[config.mk]
export PLATFORM = sky130hd
export DESIGN_NAME = pipe_hazard_ctrl
export DESIGN_NICKNAME = d
export VERILOG_FILES = /design/src/rtl/pipe_hazard_ctrl.sv
export SDC_FILE = /design/constraint.sdc
export NUM_CORES = 1
export LEC_CHECK = 0
export ABC_AREA = 0
export CAP_MARGIN = 25
export CORE_ASPECT_RATIO = 1.4
export CORE_MARGIN = 2
export CORE_UTILIZATION = 35
export DETAILED_ROUTE_END_ITERATION = 10
export PLACE_DENSITY_LB_ADDON = 0.2
export SYNTH_ARGS = -nofsm -noshare
export SYNTH_HDL_FRONTEND = slang
export SYNTH_SLANG_ARGS = --single-unit
[constraint.sdc]
create_clock -name clk -period 2 [get_ports clk]
set_input_delay 0.5 -clock clk [delete_from_list [all_inputs] [get_ports clk]]
set_output_delay 0.5 -clock clk [all_outputs]
set_load 0.02 [all_outputs]
[src/rtl/pipe_hazard_ctrl.sv]
// Hazard/stall/flush control for the 5-stage core: load-use stalls, data-memory
// waits with timeout, and taken-branch flushes. Optional PIPE_PERF_CNT_EN adds perf counters.
module pipe_hazard_ctrl #(
  parameter int REG_W        = 3,
  parameter int FLUSH_CYCLES = 1,
  parameter int MEM_TIMEOUT  = 15
) (
  input  logic             clk,
  input  logic             rst,
  input  logic             id_valid,
  input  logic [REG_W-1:0] ID_rs,
  input  logic [REG_W-1:0] ID_rt,
  input  logic             ID_uses_rt,
  input  logic             EX_memread,
  input  logic [REG_W-1:0] EX_rt,
  input  logic             mem_req,
  input  logic             mem_ack,
  input  logic             branch_taken,
  output logic             pc_write,
  output logic             ifid_write,
  output logic             ifid_flush,
  output logic             idex_write,
  output logic             idex_bubble,
  output logic             exmem_write,
  output logic             mem_err,
  output logic [1:0]       state
`ifdef PIPE_PERF_CNT_EN
  ,
  output logic [15:0]      stall_cycles,
  output logic [15:0]      flush_cycles
`endif
);

  typedef enum logic [1:0] {RUN = 2'd0, MEM_WAIT = 2'd1, FLUSH = 2'd2, UNUSED = 2'd3} state_t;

  typedef struct packed {
    logic pc_write;
    logic ifid_write;
    logic ifid_flush;
    logic idex_write;
    logic idex_bubble;
    logic exmem_write;
  } ctl_t;

  localparam ctl_t CTL_RUN    = '{1'b1, 1'b1, 1'b0, 1'b1, 1'b0, 1'b1};
  localparam ctl_t CTL_FREEZE = '{1'b0, 1'b0, 1'b0, 1'b0, 1'b0, 1'b0};
  localparam ctl_t CTL_RESET  = '{1'b0, 1'b0, 1'b1, 1'b0, 1'b1, 1'b0};
  localparam logic [7:0] TMO  = 8'(MEM_TIMEOUT);
  localparam logic [2:0] FLC  = 3'(FLUSH_CYCLES);

  state_t     state_q, state_d;
  logic [7:0] wait_cnt, wait_d;
  logic [2:0] flush_cnt, flush_d;
  logic       err_set;
  logic       lu_hz;
  ctl_t       ctl;

  assign lu_hz = id_valid & EX_memread & (EX_rt != '0) &
                 ((EX_rt == ID_rs) | (ID_uses_rt & (EX_rt == ID_rt)));

  always_comb begin
    state_d = state_q;
    wait_d  = wait_cnt;
    flush_d = flush_cnt;
    err_set = 1'b0;
    ctl     = CTL_RUN;
    case (state_q)
      RUN: begin
        // A pending memory wait freezes everything, EX included, so a concurrent
        // branch stays in EX and is taken once the pipe moves again.
        if (mem_req & ~mem_ack) begin
          ctl     = CTL_FREEZE;
          state_d = MEM_WAIT;
          wait_d  = 8'd1;
        end else if (branch_taken) begin
          ctl.ifid_flush  = 1'b1;
          ctl.idex_bubble = 1'b1;
          state_d         = FLUSH;
          flush_d         = 3'd1;
        end else if (lu_hz) begin
          ctl.pc_write    = 1'b0;
          ctl.ifid_write  = 1'b0;
          ctl.idex_bubble = 1'b1;
        end
      end
      MEM_WAIT: begin
        if (mem_ack) begin
          state_d = RUN;
        end else if (wait_cnt == TMO) begin
          state_d = RUN;
          err_set = 1'b1;
        end else begin
          ctl    = CTL_FREEZE;
          wait_d = wait_cnt + 8'd1;
        end
      end
      FLUSH: begin
        ctl.ifid_flush  = 1'b1;
        ctl.idex_bubble = 1'b1;
        if (flush_cnt == FLC) state_d = RUN;
        else                  flush_d = flush_cnt + 3'd1;
      end
      default: state_d = RUN;
    endcase
    if (rst) ctl = CTL_RESET;
  end

  always_ff @(posedge clk or posedge rst) begin
    if (rst) begin
      state_q   <= RUN;
      wait_cnt  <= '0;
      flush_cnt <= '0;
      mem_err   <= 1'b0;
    end else begin
      state_q   <= state_d;
      wait_cnt  <= wait_d;
      flush_cnt <= flush_d;
      if (err_set) mem_err <= 1'b1;
    end
  end

  assign pc_write    = ctl.pc_write;
  assign ifid_write  = ctl.ifid_write;
  assign ifid_flush  = ctl.ifid_flush;
  assign idex_write  = ctl.idex_write;
  assign idex_bubble = ctl.idex_bubble;
  assign exmem_write = ctl.exmem_write;
  assign state       = state_q;

`ifdef PIPE_PERF_CNT_EN
  always_ff @(posedge clk or posedge rst) begin
    if (rst) begin
      stall_cycles <= '0;
      flush_cycles <= '0;
    end else begin
      if (!ctl.pc_write && stall_cycles != 16'hFFFF) stall_cycles <= stall_cycles + 16'd1;
      if (ctl.ifid_flush && flush_cycles != 16'hFFFF) flush_cycles <= flush_cycles + 16'd1;
    end
  end
`endif

endmodule
# ---- Word-level counts from Yosys, hierarchy flattened
# Cells that the tools add are included.
dict set report op_classes {
  addsub 2
  n_eq_ne 15
  n_mux 33
  bitwise_logic 7
  reduce_logical 7
}
# cell n
set op_table {}
lappend op_table {{2-to-1 mux 8 bit} 3}
lappend op_table {{2-to-1 mux 6 bit} 3}
lappend op_table {{case mux 8 bit (2 select lines)} 1}
lappend op_table {{2-to-1 mux 2 bit} 7}
lappend op_table {{!= test 2 bit (second input constant)} 7}
lappend op_table {{2-to-1 mux 3 bit} 4}
lappend op_table {{adder 8 x 1 -> 8 bit (second input constant)} 1}
lappend op_table {{== test 8 x 4 -> 1 bit (second input constant)} 1}
lappend op_table {{2-to-1 mux 1 bit} 8}
lappend op_table {{AND reduction 4 bit} 2}
lappend op_table {{== test 3 bit} 2}
lappend op_table {{!= test 3 bit (second input constant)} 2}
lappend op_table {{case mux 1 bit (3 select lines)} 2}
lappend op_table {{case mux 2 bit (3 select lines)} 1}
lappend op_table {{case mux 3 bit (2 select lines)} 1}
lappend op_table {{AND 1 bit} 5}
lappend op_table {{case mux 1 bit (2 select lines)} 2}
lappend op_table {{case mux 2 bit (2 select lines)} 1}
lappend op_table {{nonzero test 2 bit} 2}
lappend op_table {{adder 3 x 1 -> 3 bit (second input constant)} 1}
lappend op_table {{== test 3 x 1 -> 1 bit (second input constant)} 1}
lappend op_table {{AND reduction 3 bit} 1}
lappend op_table {{nonzero test 3 bit} 1}
lappend op_table {{== test 2 x 1 -> 1 bit (second input constant)} 1}
lappend op_table {{other kinds (4)} 4}
dict set report word_totals {
  ff_bits 14
  inputBits 17
  output_inout_bits 9
  word_cells 68
}

# ---- Longest topological paths before layout
# Gate-level depths: netlist of the first run.
dict set report logic_depth {
  depth_word 9
  depth_mapped 6
  ltp_nobuf 6
}

# ---- Least setup slack after synthesis of the first run
# Ideal clock, no wire load.
dict set report synth_timing {
  path_type {reg2out}
  startpoint {register wait_cnt[6]}
  endpoint {output pc_write}
  arrival_ns 1.951
  required_ns 1.500
  setup_slack_ns -0.451
  stages_incl_launch_ff 6
  path_buffers 1
  path_cell_list {dfrtp_1 > nor4_1 > nand3_1 > a21oi_1 > o31a_1 > buf_4}
}
dict set report synth_via {
  elab_chain_len 5
}
# element line
set synth_rtl {}
lappend synth_rtl {{from (decl)} 52} ;# logic [7:0] wait_cnt, wait_d;
lappend synth_rtl {{from (signal assigned)} 116} ;# wait_cnt <= wait_d;
lappend synth_rtl {{== test 8 x 4 -> 1 bit} 89} ;# end else if (wait_cnt == TMO) begin
lappend synth_rtl {{2-to-1 mux 6 bit} 89}
lappend synth_rtl {{2-to-1 mux 6 bit} 87} ;# if (mem_ack) begin
lappend synth_rtl {{case mux 2 bit (2 select lines)} 67} ;# case (state_q)
lappend synth_rtl {{2-to-1 mux 6 bit} 105} ;# if (rst) ctl = CTL_RESET;
lappend synth_rtl {{to (decl)} 19} ;# output logic pc_write,
# No other way between the ends.

# ---- Worst setup path after layout of the first run
dict set report layout_timing {
  startpoint {register wait_cnt[0]}
  endpoint {output pc_write}
}
# The elaborated chain is that of the path after synthesis.

==> results of run 1 <==
-- state kept, by name (all words and copies together), names as in the netlist --
name,cells
wait_cnt,8
flush_cnt,3
state,2
mem_err,1
-- through the flow --
step	setup TNS, ns	hold slack (ns)	instances	power [uW]	util
after floorplan	-0.119	0.389	98	718	-
after global routing	-1.32	0.519	191	1450	0.650
after global placement	-5.90	0.472	178	1000	0.575
after detailed placement	-6.01	0.480	178	1020	0.575
final	-0.935	0.491	191	1340	0.650
after CTS	-1.17	0.505	187	1300	0.618
-- cell type report --
class                      instances  area share
clock buffer                       4      0.0228
tap                               34      0.0268
inverter                           4     0.00945
sequential                        14       0.222
timing repair buffer              59       0.327
multi-input combinational         76       0.392
-- final timing paths --
| check | to | cells past startpoint | from |
|---|---|---|---|
| setup / recovery | pc_write | 6 | wait_cnt[0] |
| hold / removal | mem_err | 1 | mem_err |
| setup reg to reg | wait_cnt[6] | 6 | wait_cnt[0] |
| hold reg to reg | mem_err | 1 | mem_err |
| max in group asynchronous | state[0] | 3 | rst |
| min in group asynchronous | state[1] | 3 | rst |
-- critical path, stage by stage, from the launching register on --
cell and delay [ns]:
dfrtp_1 0.40, ha_2 0.20, and3_4 0.17, and2_4 0.14
o21a_1 0.16, o31a_1 0.28, buf_6 0.15
-- layout by cell type, fill, tap and decap left out, drive strengths merged, types with 4 or more instances in the layout --
master        synthesis  final
a21oi                 6      6
inv                   4      4
nand2                 8      8
o31ai                 4      4
buf                   4     44
clkbuf                0      4
dlymetal6s2s          0      4
dfrtp                14     14
nand3                 5      5
or4                   5      5
dlygate4sd2           0      6
-- cells by family after synthesis --
group	count (synthesis)	synth area share
simple gates	42	0.272
compound gates	22	0.161
flops	14	0.384
buf+inv	8	0.0507
xor+xnor	6	0.0576
mux	3	0.0343
fa+ha+maj	3	0.0412
-- routing by layer --
metal | wire (um) | up-vias | track usage | part of all wire
met4 | 31 | 0 | 0.0590 | 0.012
met2 | 1400 | 14 | 0.325 | 0.56
li1 | - | 481 | - | -
met1 | 997 | 463 | 0.232 | 0.40
met3 | 56 | 5 | 0.0254 | 0.023
met5 | 0 | - | 0 | 0
-- power breakdown --
part	switching, uW	leakage [uW]	internal, uW
Clock	99.4	0.0000210	111
Combinational	305	0.000569	418
Sequential	57.8	0.000181	352
-- timing repair --
item | CTS | global route
buffers inserted | 5 | 4
hold buffers | 0 | 0
setup endpoints to repair | 6 | 8
pin swaps | 13 | 14
gates resized for setup | 68 | 16
==> metrics, run 1 <==
status finished, violations left; failing checks setup timing; Worst EP arrival roughly 1.8 ns; placed cell areas about 1400 um2; setup slack at placement -0.973 ns; final worst path period share 1.14; Core ar. around 2400 um2; CTS tree yes; PwrDens about 850 nW/um2; DR WL/cell between 10 and 15 um; Cells after Synth 98; Fillers between 200 and 250; Antenna Nets Post-Route 0; Pre-Repair DR Iteration Count 4; setup violators final 5; clock sink count 14; Final Cell Area about 1600 um2; Synth Warn # 0; ys flop type dfrtp_1; WP data required ~1.5 ns; number of global-route vias before repair ~1000; ranking of synthesized cells by area dfrtp_1 (38%), ha_1 (4.1%), or4_1 (4.1%); diode count 0; Via density between 5 and 6; Rel. slew slack 0.641; Clock Latency Late Sink about 0.28 ns; maximum vdd drop ~0.67 mV; Post-synth EDFFs 0; fin crit period ~2.3 ns; Initial Util 0.373; Avg Cell Area, Syn ~9.3 um2; FF+latch area approximately 350 um2; Die W about 47 um; Syn Std Cell Area between 900 and 1000 um2; worst setup path category flop to primary output; Max-cap violations 0; Syn Nets roughly 120; most common cell in the netlist dfrtp_1; Clock transition at path regs approximately 0.090 ns; grt total ovfl 0; footprint of the multi-input gates 623 um2; cell taking the most area after synthesis dfrtp_1; gp weighted congestion 0.767; Worst setup EP type primary output; initial antenna violation count 0; slew of the pin with the lowest slew margin about 0.54 ns; max-slew violations 0; Area growth syn-to-layout 74.2%; full die area 3040 um2; Synth async-reset ratio 1.00; Cell variety after synth 39; first-pass GRT wire length 4270 um; register area share after synthesis 0.384; Max Clk Rate about 0.44 GHz; row count 21; largest net degree at the start of global routing 15; DRC 0; P_leak between 0.0007 and 0.0008 uW; CTS buffer count 3; fin worst setup slack -0.278 ns; largest fanout on the critical path 3; Final Hold Vio Count 0; number of synthesized register bits 14; Via Count about 960; CTS Buffer Depth 2; Post-DP HPWL between 1500 and 2000 um; clock root cell clkbuf_4; Total Wirelength about 2500 um; Startpoint Class flop; die height 64.4 um; overall routing resource usage 0.189; min-delay worst type flop to flop; Synth top cells by count dfrtp_1 (14), nand2_1 (8), a21oi_1 (6); share of the synthesized area in the top cell type 0.384; H-tree depth 1; Ports 26; layout cell share with drive strength beyond 1 0.459; PortBufs 25; nets about 180; worst clock skew ~0.0012 ns; flop-to-flop setup slack 0.09 ns; First DRT Iteration DRCs 27; RSZ-0062 raised after global routing true
No activity file was read; power rests on OpenSTA's default activity.
==> run 2, diff against run 1 <==
Settings changed: CELL_PAD_IN_SITES_DETAIL_PLACEMENT set to 1, CELL_PAD_IN_SITES_GLOBAL_PLACEMENT set to 1, CORE_UTILIZATION 35 to 31.
==> metrics, run 2 (same netlist as run 1, synthesis figures left out) <==
status finished, violations left (unchanged); failing checks setup timing (unchanged); Flop pwr share 0.276 (was 0.305); Sw Ratio 0.352 (was 0.344); gp weighted congestion 0.789 (was 0.767); Die W 49.8 um (was 47.1 um); Max-cap violations 0 (unchanged); layout cell share with drive strength beyond 1 0.497 (was 0.459); Via Count 1043 (was 963); Pre-Repair DR Iteration Count 4 (unchanged); Area growth syn-to-layout 84.6% (was 74.2%); setup slack at placement -1.02 ns (was -0.973 ns); maximum vdd drop 0.600 mV (was 0.667 mV); DR WL/cell 17.2 um (was 13.0 um); P_leak 0.000817 uW (was 0.000771 uW); row count 23 (was 21); Clock Latency Late Sink 0.24 ns (was 0.28 ns); CTS Buffer Depth 2 (unchanged); setup violators final 6 (was 5); max-slew violations 0 (unchanged); fin crit period 2.30 ns (was 2.28 ns); nets 186 (was 178); power share of the combinational group 0.535 (was 0.538); overall routing resource usage 0.203 (was 0.189); diode count 0 (unchanged); Final Hold Vio Count 0 (unchanged); CTS tree yes (unchanged); clock sink count 14 (unchanged); Via density 5.16 (was 5.04); WP data required 1.50 ns (about the same); Rel. slew slack 0.627 (was 0.641); clock root cell clkbuf_8 (was clkbuf_4); final core area utilization 0.591 (was 0.650); worst clock skew 0.00124 ns (was 0.00122 ns); largest net degree at the start of global routing 15 (unchanged); Ports 26 (unchanged); Worst EP arrival 1.80 ns (was 1.78 ns); largest fanout on the critical path 4 (was 3); commonest non-fill, non-tap cell in the layout buf_4 (unchanged); CP Cell Sequence ha_2 -> and3_4 -> and2_4 -> o21a_1 -> o31a_1 -> buf_6 (unchanged); Core ar. 2850 um2 (was 2440 um2); fin worst setup slack -0.301 ns (was -0.278 ns); Startpoint Class flop (unchanged); Worst setup EP type primary output (unchanged); max FFs per register 8 (unchanged); initial antenna violation count 0 (unchanged); Clock transition at path regs 0.06 ns (was 0.09 ns); placed cell areas 1440 um2 (was 1410 um2); first-pass GRT wire length 5130 um (was 4270 um); min-delay worst type flop to flop (unchanged); Total Wirelength 3480 um (was 2490 um); final worst path period share 1.15 (was 1.14); Switching Power 522 uW (was 462 uW); DRC 0 (unchanged); worst setup path category flop to primary output (unchanged); Largest Register wait_cnt (unchanged); grt total ovfl 0 (unchanged); CTS buffer count 3 (unchanged); full die area 3400 um2 (was 3040 um2); Max Clk Rate 0.435 GHz (was 0.439 GHz); PwrDens 882 nW/um2 (was 845 nW/um2); slowest CP cell dfrtp_1 (unchanged); most frequent cells in the layout buf_4 (40), dfrtp_1 (13), buf_6 (10) (was buf_4 (33), dfrtp_1 (12), buf_6 (10)); First DRT Iteration DRCs 16 (was 27); Antenna Nets Post-Route 0 (unchanged); Post-DP HPWL 2440 um (was 1880 um); Initial Util 0.320 (was 0.373); Internal Power 964 uW (was 881 uW); Max stage delay on crit path 0.38 ns (was 0.40 ns); setup TNS -1.04 ns (was -0.935 ns); Clock power frac 0.189 (was 0.157); Final Cell Area 1680 um2 (was 1590 um2); number of global-route vias before repair 1165 (was 1019); slew of the pin with the lowest slew margin 0.559 ns (was 0.537 ns); RSZ-0062 raised after global routing true (unchanged); PortBufs 25 (unchanged); die height 68.2 um (was 64.4 um); H-tree depth 1 (unchanged)
==> run 2: changes by cell type in the layout (fill, tap and decap cells not counted), sizes merged <==
cell,delta
dlymetal6s2s,-1
clkdlybuf4s50,+1
buf,+7
clkbuf,+2
dlygate4sd2,-1
==> run 2: power groups by stage <==
stage / sequential (uW) / clock [uW] / combinational (uW)
detailed placement: 416 / 0 / 658
CTS: 405 / 287 / 745
floorplan: 423 / 0 / 295
global placement: 408 / 0 / 625
finish: 410 / 281 / 795
global route: 416 / 296 / 862
==> run 2: path summary, 6_finish.rpt <==
path | from | end | slack, ns | cells after the start
worst min register to register | mem_err | mem_err | 0.46 | 1
max in group asynchronous | rst | state[0] | 0.80 | 3
min in group asynchronous | rst | state[1] | 0.80 | 3
worst max-delay path | wait_cnt[1] | pc_write | -0.30 | 6
worst max register to register | wait_cnt[1] | wait_cnt[5] | 0.08 | 7
worst min-delay path | mem_err | mem_err | 0.46 | 1
==> run 2: critical path, delay by kind of cell (launching register included) <==
kind	cells	cell delay, ns
AO/OA/AOI/OAI	2	0.49
flip-flops	1	0.38
AND/OR/NAND/NOR	2	0.35
adder cells (fa/ha/maj)	1	0.19
buffers and inverters	1	0.15
==> run 2: final cells by class <==
type,instances,area (um2)
Clock buffer,4,55.1
Fill cell,306,1160
Sequential cell,14,352
Timing Repair Buffer,67,579
Tap cell,37,46.3
Inverter,4,15.0
Multi-Input combinational cell,76,637
==> run 2: per-layer routing <==
metal,vias to the layer above,GRT usage,part of all wire,wire [um]
li1,497,-,-,-
met1,521,0.178,0.35,1230
met2,15,0.422,0.60,2090
met3,10,0.0349,0.017,59
met4,0,0.122,0.029,102
met5,-,0,0,0
==> run 2: metrics by stage <==
step	total power (uW)	hold slack (ns)	cells
2_1_floorplan	718	0.389	98
3_3_place_gp	1030	0.461	185
3_5_place_dp	1070	0.459	185
4_1_cts	1440	0.469	198
5_1_grt	1570	0.496	202
6_report	1490	0.462	202
==> run 2: what timing repair did <==
action | in CTS | in global routing
pin swaps | 10 | 4
buffers inserted | 9 | 4
hold buffers | 0 | 0
setup endpoints to repair | 6 | 10
gates resized for setup | 69 | 18
